`src/rtl/uart_mmio_pkg.sv`:
```
// Shared definitions for the UART MMIO block: register map, STATUS/CTRL bit
// positions and default FIFO depth.
package uart_mmio_pkg;

  localparam int unsigned DEFAULT_FIFO_DEPTH = 8;
  localparam int unsigned DATA_W             = 32;
  localparam int unsigned BYTE_W             = 8;

  // Register select, taken from byte offset bits [3:2]
  typedef enum logic [1:0] {
    REG_STATUS  = 2'd0,  // 0x0
    REG_RX_DATA = 2'd1,  // 0x4
    REG_TX_DATA = 2'd2,  // 0x8
    REG_CTRL    = 2'd3   // 0xC
  } reg_sel_e;

  localparam int unsigned ST_TX_NOT_FULL  = 0;
  localparam int unsigned ST_RX_NOT_EMPTY = 1;
  localparam int unsigned ST_RX_OVERFLOW  = 2;
  localparam int unsigned ST_TX_DROP      = 3;
  localparam int unsigned ST_RX_COUNT_LSB = 8;
  localparam int unsigned ST_TX_COUNT_LSB = 12;
  localparam int unsigned ST_COUNT_W      = 4;

  localparam int unsigned CTRL_CLR_STICKY = 0;
  localparam int unsigned CTRL_FLUSH      = 1;

endpackage

```
`src/rtl/uart_fifo.sv`:
```
// Synchronous FIFO with simultaneous push/pop (also when full), flush and
// occupancy count. The head reads as zero while empty.
module uart_fifo #(
  parameter int unsigned DEPTH = 8,
  parameter int unsigned WIDTH = 8,
  localparam int unsigned PTR_W = (DEPTH > 1) ? $clog2(DEPTH) : 1,
  localparam int unsigned CNT_W = $clog2(DEPTH + 1)
) (
  input  logic             clk,
  input  logic             i_rst_n,
  input  logic             i_push,
  input  logic             i_pop,
  input  logic             i_flush,
  input  logic [WIDTH-1:0] i_data,
  output logic [WIDTH-1:0] o_head_c,
  output logic [CNT_W-1:0] o_count,
  output logic             o_full_c,
  output logic             o_empty_c
);

  logic [WIDTH-1:0] r_mem [DEPTH];
  logic [PTR_W-1:0] r_wr_ptr;
  logic [PTR_W-1:0] r_rd_ptr;
  logic [CNT_W-1:0] r_count;
  logic             w_push;
  logic             w_pop;

  assign o_empty_c = (r_count == '0);
  assign o_full_c  = (r_count == CNT_W'(DEPTH));
  assign o_count   = r_count;
  assign o_head_c  = o_empty_c ? '0 : r_mem[r_rd_ptr];

  // A pop frees the slot that a same-cycle push into a full FIFO needs
  assign w_pop  = i_pop & ~o_empty_c;
  assign w_push = i_push & (~o_full_c | w_pop);

  always_ff @(posedge clk) begin
    if (!i_rst_n || i_flush) begin
      r_wr_ptr <= '0;
      r_rd_ptr <= '0;
      r_count  <= '0;
    end else begin
      if (w_push) r_wr_ptr <= r_wr_ptr + 1'b1;
      if (w_pop)  r_rd_ptr <= r_rd_ptr + 1'b1;
      r_count <= r_count + CNT_W'(w_push) - CNT_W'(w_pop);
    end
  end

  always_ff @(posedge clk) begin
    if (w_push) r_mem[r_wr_ptr] <= i_data;
  end

endmodule

```
`src/rtl/uart_mmio.sv`:
```
// CPU-facing register block bridging 32-bit MMIO accesses to UART byte
// streams through a TX and an RX FIFO.
module uart_mmio
  import uart_mmio_pkg::*;
#(
  parameter int unsigned FIFO_DEPTH = DEFAULT_FIFO_DEPTH,
  parameter int unsigned ADDR_W     = 4
) (
  input  logic              clk,
  input  logic              reset,
  input  logic              mmio_sel,
  input  logic              mmio_we,
  input  logic [ADDR_W-1:0] mmio_addr,
  input  logic [31:0]       mmio_wdata,
  output logic [31:0]       mmio_rdata,
  output logic [7:0]        uart_tx_data,
  output logic              uart_tx_valid,
  input  logic              uart_tx_ready,
  input  logic [7:0]        uart_rx_data,
  input  logic              uart_rx_valid,
  output logic              uart_rx_ready
);

  localparam int unsigned CNT_W = $clog2(FIFO_DEPTH + 1);

  logic [DATA_W-1:0] r_rdata;
  logic              r_rx_overflow;
  logic              r_tx_drop;
  logic              r_rx_ready;

  reg_sel_e          w_reg;
  logic              w_rd, w_wr, w_flush, w_clr;
  logic              w_tx_push, w_tx_pop, w_tx_full, w_tx_empty, w_tx_drop;
  logic              w_rx_push, w_rx_pop, w_rx_full, w_rx_empty, w_rx_drop;
  logic [CNT_W-1:0]  w_tx_count, w_rx_count;
  logic [BYTE_W-1:0] w_tx_head, w_rx_head;
  logic [DATA_W-1:0] w_status;
  logic              w_unused;

  assign w_reg   = reg_sel_e'(mmio_addr[3:2]);
  assign w_rd    = mmio_sel & ~mmio_we;
  assign w_wr    = mmio_sel & mmio_we;
  assign w_flush = w_wr & (w_reg == REG_CTRL) & mmio_wdata[CTRL_FLUSH];
  assign w_clr   = w_wr & (w_reg == REG_CTRL) & mmio_wdata[CTRL_CLR_STICKY];

  assign w_tx_push = w_wr & (w_reg == REG_TX_DATA);
  assign w_tx_pop  = ~w_tx_empty & uart_tx_ready;
  assign w_tx_drop = w_tx_push & w_tx_full & ~w_tx_pop & ~w_flush;

  assign w_rx_push = uart_rx_valid & r_rx_ready;
  assign w_rx_pop  = w_rd & (w_reg == REG_RX_DATA) & ~w_rx_empty;
  // A flush discards a concurrent incoming byte silently
  assign w_rx_drop = w_rx_push & w_rx_full & ~w_rx_pop & ~w_flush;

  assign w_unused = ^{mmio_addr, mmio_wdata[31:8]};

  uart_fifo #(.DEPTH(FIFO_DEPTH), .WIDTH(BYTE_W)) u_tx_fifo (
    .clk      (clk),
    .i_rst_n  (reset),
    .i_push   (w_tx_push),
    .i_pop    (w_tx_pop),
    .i_flush  (w_flush),
    .i_data   (mmio_wdata[7:0]),
    .o_head_c (w_tx_head),
    .o_count  (w_tx_count),
    .o_full_c (w_tx_full),
    .o_empty_c(w_tx_empty)
  );

  uart_fifo #(.DEPTH(FIFO_DEPTH), .WIDTH(BYTE_W)) u_rx_fifo (
    .clk      (clk),
    .i_rst_n  (reset),
    .i_push   (w_rx_push),
    .i_pop    (w_rx_pop),
    .i_flush  (w_flush),
    .i_data   (uart_rx_data),
    .o_head_c (w_rx_head),
    .o_count  (w_rx_count),
    .o_full_c (w_rx_full),
    .o_empty_c(w_rx_empty)
  );

  always_comb begin
    w_status = '0;
    w_status[ST_TX_NOT_FULL]  = ~w_tx_full;
    w_status[ST_RX_NOT_EMPTY] = ~w_rx_empty;
    w_status[ST_RX_OVERFLOW]  = r_rx_overflow;
    w_status[ST_TX_DROP]      = r_tx_drop;
    w_status[ST_RX_COUNT_LSB +: ST_COUNT_W] = ST_COUNT_W'(w_rx_count);
    w_status[ST_TX_COUNT_LSB +: ST_COUNT_W] = ST_COUNT_W'(w_tx_count);
  end

  // Read data, sticky flags and RX ready; a same-cycle event beats a clear
  always_ff @(posedge clk) begin
    if (!reset) begin
      r_rdata       <= '0;
      r_rx_overflow <= 1'b0;
      r_tx_drop     <= 1'b0;
      r_rx_ready    <= 1'b0;
    end else begin
      r_rx_ready <= 1'b1;
      if (w_rd) begin
        case (w_reg)
          REG_STATUS:  r_rdata <= w_status;
          REG_RX_DATA: r_rdata <= DATA_W'(w_rx_head);
          default:     r_rdata <= '0;
        endcase
      end
      if (w_clr) begin
        r_rx_overflow <= 1'b0;
        r_tx_drop     <= 1'b0;
      end
      if (w_rx_drop) r_rx_overflow <= 1'b1;
      if (w_tx_drop) r_tx_drop     <= 1'b1;
    end
  end

  assign mmio_rdata    = r_rdata;
  assign uart_tx_valid = ~w_tx_empty;
  assign uart_tx_data  = w_tx_head;
  assign uart_rx_ready = r_rx_ready;

endmodule

```
`config.mk`:
```
export PLATFORM = sky130hd
export DESIGN_NAME = uart_mmio
export DESIGN_NICKNAME = d
export VERILOG_FILES = /design/src/rtl/uart_mmio_pkg.sv /design/src/rtl/uart_fifo.sv /design/src/rtl/uart_mmio.sv
export SDC_FILE = /design/constraint.sdc
export NUM_CORES = 1
export LEC_CHECK = 0
export CAP_MARGIN = 10
export CORE_MARGIN = 8
export CORE_UTILIZATION = 59
export DETAILED_ROUTE_END_ITERATION = 12
export GPL_ROUTABILITY_DRIVEN = 0
export PLACE_DENSITY = 0.89
export SLEW_MARGIN = 15
export SYNTH_ARGS = -nofsm -noshare
export SYNTH_HDL_FRONTEND = slang
export SYNTH_SLANG_ARGS = --single-unit
```
`constraint.sdc`:
```
create_clock -name clk -period 3.3 [get_ports clk]
set_input_delay 0.495 -clock clk [delete_from_list [all_inputs] [get_ports clk]]
set_output_delay 0.495 -clock clk [all_outputs]
set_load 0.1 [all_outputs]
```
==> results of run 1 <==
worst register-to-register path: cells and delay by family, from the launching register on:
family                   cells  cell delay, ns
buffers and inverters        4            0.32
AND/OR/NAND/NOR              3            0.74
XOR/XNOR                     1            0.14
flip-flops                   1            0.31
adder cells (fa/ha/maj)      4            1.03
kinds of logic after synthesis:
group | count (synthesis) | synth area share
compound gates | 41 | 0.0404
xor+xnor | 8 | 0.00997
fa+ha+maj | 17 | 0.0324
buf+inv | 53 | 0.0402
flops | 173 | 0.675
mux | 51 | 0.130
other cells | 1 | 0.000534
simple gates | 97 | 0.0714
layer usage:
layer  vias to the layer above  global-route usage  share of wire
li1                       1778                   -              -
met1                      1954               0.191           0.39
met2                       120               0.310           0.52
met3                        29              0.0680          0.063
met4                         0              0.0817          0.022
met5                         -                   0              0
sequential cells by signal, indices dropped and copies added, names as in the netlist, named ones only:
| register | flops |
|---|---|
| r_rx_overflow | 1 |
| u_tx_fifo.r_mem | 64 |
| u_tx_fifo.o_count | 4 |
| uart_rx_ready | 1 |
| u_rx_fifo.r_wr_ptr | 3 |
| mmio_rdata | 16 |
| u_rx_fifo.o_count | 4 |
| r_tx_drop | 1 |
| u_tx_fifo.r_rd_ptr | 3 |
| u_tx_fifo.r_wr_ptr | 3 |
| u_rx_fifo.r_rd_ptr | 3 |
| u_rx_fifo.r_mem | 64 |
metrics by stage:
stage | utilization | instance area [um2] | total power [mW]
final | 0.703 | 8310 | 6.05
after global routing | 0.703 | 8310 | 6.26
after CTS | 0.703 | 8310 | 6.09
after detailed placement | 0.653 | 7710 | 4.12
after global placement | 0.653 | 7710 | 4.09
after floorplan | - | 7080 | 3.82
area by class of cell:
cell class                 instances  area (um2)
fill                             723        3510
clock inverter                    12         125
timing repair buffer              76         671
tap                              147         184
inverter                          16        60.1
sequential                       173        4740
clock buffer                      20         467
multi-input combinational        230        2050
power breakdown:
part	switching (mW)	internal (mW)
Sequential	0.0798	2.41
Combinational	1.10	0.480
Clock	0.853	1.12
placed cells by master (no fill, tap or decap), types with 2 or more instances in the layout:
cell	n
mux2i_1	19
edfxtp_1	128
xnor2_1	3
nor2_1	42
o22ai_1	3
a31oi_1	2
buf_4	36
xor2_1	5
conb_1	16
or3b_2	2
mux4_2	32
and3_1	2
inv_1	15
inv_6	6
clkbuf_8	3
nand2_1	12
nor3b_2	3
clkinvlp_4	3
and2_1	4
fa_1	2
nor3_1	5
nand2b_1	5
dfxtp_1	45
ha_1	15
o21ai_0	7
a21o_1	3
clkdlybuf4s50_1	40
nand4_1	2
a21oi_1	9
nand3_1	10
clkbuf_16	17
a22oi_1	10
nor3b_1	2
path summary, 6_finish.rpt:
kind	from	end	slack, ns	cells past startpoint
hold reg to reg	mmio_rdata[6]	mmio_rdata[6]	0.48	2
setup / recovery	flop	uart_tx_data[0]	0.58	4
setup reg to reg	u_tx_fifo.o_count[2]	u_tx_fifo.o_count[2]	0.65	12
hold / removal	mmio_rdata[6]	mmio_rdata[6]	0.48	2
==> impl_metrics.tcl, run 1 <==
set metrics [dict create \
    slew_viol_final 0 \
    fin_ws_ns 0.577 \
    hold_path.class "reg -> reg" \
    synthTopCellsByCount "edfxtp_1, dfxtp_1, nor2_1, mux4_2" \
    dp_hpwl_mm 8.84 \
    grt_first_pass_wirelength_mm 21.2 \
    detail-route-antenna-nets 0 \
    vdd_drop_max_uv 508 \
    drt_iter0_drc 278 \
    critPathTopFamily "flip-flops" \
    ys_seq_elements 173 \
    ios 92 \
    num_antenna_cells 0 \
    max_cap_viol_count 0 \
    slew_headroom 0.323 \
    crit_slowest_cell "dfxtp_1" \
    synth_area_leader_cell "edfxtp_1" \
    portBuffers 49 \
    worstSkewPairLatency_ns 0.44 \
    pre_cts_ws_ns 0.471 \
    antenna_found_initial 0 \
    max_stage_delay_ns 0.85 \
    syn_area_mm2 0.00703 \
    vias 3881 \
    synth_edf_count 128 \
    critical_path_required_ns 2.80 \
    firstDrtPassIters 4 \
    hold_viol 0 \
    status "complete, no violations" \
    skew_ns 0.00652 \
    ctsResizeCount 0 \
    clkSinkCount 173 \
    ys_async_sr_fraction 0 \
    syn_inst 441 \
    setup_viol 0 \
    drcViolationCount 0 \
    layoutNonFillerInstCount 674 \
    timing.final.crit_share 0.825 \
    cts_setup_buffers 0 \
    finalCriticalPeriod_ns 2.72 \
    path_cells "mux4_2, mux2i_1, nor2_1, buf_4" \
    finalSetupTns_ns 0 \
    syn_to_final_growth_pct 18.2 \
    cts_buffers 17 \
    die_x_um 125 \
    yosysSeqAreaShare 0.675 \
    power_leakage_nw 2.85 \
    overflow 0 \
    synth.top_cell.area_share 0.547 \
    cts_root_buf "clkbuf_16" \
    vias_per_cell 5.76 \
    worstMarginPinSlew_ns 1.01 \
    cp_max_fo 16 \
    worst_setup_path_start_kind "flop" \
    critical_path_class "reg -> out" \
    synth_area_leaders "edfxtp_1, dfxtp_1, mux4_2, mux2i_1, ha_1" \
    yosysUniqueCellTypes 47 \
    start_util 0.595 \
    core_region_area_mm2 0.0118 \
    final_nets 581 \
    max_freq_ghz 0.367 \
    cts_tree "built" \
    cts-htree-levels 4 \
    yosysMostFrequentCell "edfxtp_1" \
    cp_num_buf_inv 1 \
    wirelength_mm 13.6 \
    grt_max_degree 17 \
    die_y_um 125 \
    num_rows 40 \
    clockBufferDepth 2 \
    rsz0062_at_grt "false" \
    grt_pass1_vias 4068 \
    syn_area_per_cell_um2 15.9 \
    arrival_ns 2.23 \
    die-area_mm2 0.0157 \
    layout-drive-gt1-share 0.214 \
    grtUsageTotal 0.179 \
    ys_warn_count 0 \
    pwr_density_cell_mw_per_mm2 728 \
    hold_buffers 0 \
    synth_flop_cell "edfxtp_1" \
    routedWlPerCell_um 20.1 \
    crit_path_end_kind "output pin" \
    place_inst 642 \
    clk_pin_slew_worst_paths_ns 0.07 \
    whs_ns 0.482 \
]
Power figures use the tool's default switching activity.
==> run 2, diff against run 1 <==
--- a/config.mk
+++ b/config.mk
@@ -7,10 +7,10 @@
 export LEC_CHECK = 0
 export CAP_MARGIN = 10
 export CORE_MARGIN = 8
-export CORE_UTILIZATION = 59
+export CORE_UTILIZATION = 55
 export DETAILED_ROUTE_END_ITERATION = 12
 export GPL_ROUTABILITY_DRIVEN = 0
-export PLACE_DENSITY = 0.89
+export PLACE_DENSITY = 0.84
 export SLEW_MARGIN = 15
 export SYNTH_ARGS = -nofsm -noshare
 export SYNTH_HDL_FRONTEND = slang
==> constraint.sdc (replaced) <==
create_clock -name clk -period 2.8 [get_ports clk]
set_input_delay 0.42 -clock clk [delete_from_list [all_inputs] [get_ports clk]]
set_output_delay 0.42 -clock clk [all_outputs]
set_load 0.1 [all_outputs]
==> run 2 against run 1 <==
Compared with the run above: sequential share of layout area shrank 0.77 points; critical path depth grew 8; clock skew grew 0.0050 ns; via count shrank 2.3%; first-iteration DRC count grew 32%; global-route usage shrank 1.0 points; cell area grew 1.4%; hold slack lost 0.028 ns; critical path type is now reg -> reg.
==> impl_metrics.tcl, run 2 (synthesized netlist as in run 1, its figures left out) <==
set metrics [dict create \
    fillers 793 \
    final_cell_mix "edfxtp_1, dfxtp_1, buf_4, nor2_1, mux4_2" \
    vias 3792 \
    core_region_area_mm2 0.0126 \
    seq_area_mm2 0.00474 \
    internal-power_mw 5.03 \
    num_rows 41 \
    crit_path_end_kind "flop" \
    status "complete, no violations" \
    grt_pass1_vias 4064 \
    critical_path_required_ns 3.13 \
    firstDrtPassIters 4 \
    pwr-share-seq 0.389 \
    drcViolationCount 0 \
    max_stage_delay_ns 0.46 \
    fin_ws_ns 0.191 \
    max_cap_viol_count 0 \
    slew_headroom 0.491 \
    setup_viol 0 \
    routedWlPerCell_um 18.9 \
    worst_setup_path_start_kind "flop" \
    clockBufferDepth 2 \
    num_antenna_cells 0 \
    die_y_um 129 \
    layout_commonest_cell "edfxtp_1" \
    start_util 0.559 \
    clkSinkCount 173 \
    vdd_drop_max_uv 632 \
    cts_tree "built" \
    antenna_found_initial 0 \
    combinationalPowerShare 0.282 \
    wirelength_mm 13.2 \
    final_nets 579 \
    skew_ns 0.0116 \
    max_freq_ghz 0.383 \
    overflow 0 \
    path_cells "inv_1, ha_1, and3_1, inv_2, and2_1, ha_1, inv_1, ha_1, inv_1, fa_1, xor2_1, nor2_1" \
    pre_cts_ws_ns 0.145 \
    hold_buffers 0 \
    cts_buffers 17 \
    hold_viol 0 \
    p_clk_frac 0.329 \
    hold_path.class "reg -> reg" \
    finalSetupTns_ns 0 \
    grt_max_degree 18 \
    ctsResizeCount 0 \
    clk_pin_slew_worst_paths_ns 0.07 \
    critPathTopFamily "adder cells" \
    vias_per_cell 5.44 \
    cts_setup_buffers 0 \
    arrival_ns 2.93 \
    crit_slowest_cell "and3_1" \
    power_leakage_nw 2.92 \
    pwr_density_cell_mw_per_mm2 890 \
    multiInputGateArea_mm2 0.00205 \
    worstSkewPairLatency_ns 0.43 \
    slew_viol_final 0 \
    critical_path_class "reg -> reg" \
    dp_hpwl_mm 8.91 \
    die-area_mm2 0.0166 \
    detail-route-antenna-nets 0 \
    switching_share 0.328 \
    timing.final.crit_share 0.932 \
    cts-htree-levels 4 \
    portBuffers 49 \
    cp_max_fo 9 \
    grt_first_pass_wirelength_mm 20.8 \
    worstMarginPinSlew_ns 0.763 \
    die_x_um 129 \
    finalCriticalPeriod_ns 2.61 \
    drt_iter0_drc 368 \
    rsz0062_at_grt "false" \
    cp_num_buf_inv 4 \
    grtUsageTotal 0.168 \
    switchingPower_mw 2.46 \
    syn_to_final_growth_pct 19.8 \
    layout-drive-gt1-share 0.244 \
    cts_root_buf "clkbuf_16" \
    ios 92 \
]
run 2: cell count changes in the layout (fill, tap and decap cells not counted), sizes merged:
cell / change
clkdlybuf4s50: -17
clkbuf: -3
inv: -1
buf: +15
clkinv: +2
bufinv: +2
run 2: final cells by class:
cell class                 count  area share
clock buffer                  17      0.0505
inverter                      16     0.00713
multi-input combinational    230       0.244
tap                          172      0.0256
timing repair buffer          74      0.0847
clock inverter                15      0.0245
sequential                   173       0.564
run 2: path summary, 6_finish.rpt:
check                                     startpoint                    to  slack (ns)  cells after the start
worst max-delay path            u_tx_fifo.o_count[2]  u_tx_fifo.o_count[2]        0.19                     12
worst max register to register  u_tx_fifo.o_count[2]  u_tx_fifo.o_count[2]        0.19                     12
worst min register to register         mmio_rdata[1]         mmio_rdata[1]        0.45                      2
worst min-delay path                   mmio_rdata[1]         mmio_rdata[1]        0.45                      2
run 2: worst reg2reg max path, delay by kind of cell, from the launching register on:
family	cells	cell delay, ns
xor gates and xnor gates	1	0.14
DFF	1	0.31
adders and majority gates	4	1.03
buffers and inverters	4	0.31
and+or+nand+nor	3	0.73
run 2: routing by layer:
layer / vias to the layer above / routed length [um] / global-route usage
met1: 1888 / 5250 / 0.185
met4: 0 / 325 / 0.0746
met2: 102 / 6890 / 0.297
met3: 25 / 715 / 0.0497
li1: 1777 / - / -
met5: - / 0 / 0
run 2: stage by stage:
step	instance area, um2	hold slack, ns	util	total power [mW]	cells
global placement	7790	0.445	0.620	5.04	665
global route	8420	0.492	0.670	7.76	697
finish	8420	0.454	0.670	7.50	697
CTS	8420	0.459	0.670	7.56	697
floorplan	7080	0.448	-	4.50	456
detailed placement	7790	0.450	0.620	5.10	665
run 2: power by group through the flow:
| stage | Clock, mW | Combinational, mW | Sequential (mW) |
|---|---|---|---|
| floorplan | 0 | 1.50 | 3.00 |
| global placement | 0 | 2.08 | 2.96 |
| detailed placement | 0 | 2.13 | 2.97 |
| CTS | 2.51 | 2.14 | 2.91 |
| global route | 2.61 | 2.23 | 2.92 |
| finish | 2.47 | 2.11 | 2.91 |
==> run 3, diff against run 2 <==
--- a/config.mk
+++ b/config.mk
@@ -5,7 +5,6 @@
 export SDC_FILE = /design/constraint.sdc
 export NUM_CORES = 1
 export LEC_CHECK = 0
-export CAP_MARGIN = 10
 export CORE_MARGIN = 8
 export CORE_UTILIZATION = 55
 export DETAILED_ROUTE_END_ITERATION = 12
==> results of run 3 <==
No change in the layout: final DEF, timing and power equal those of run 2.
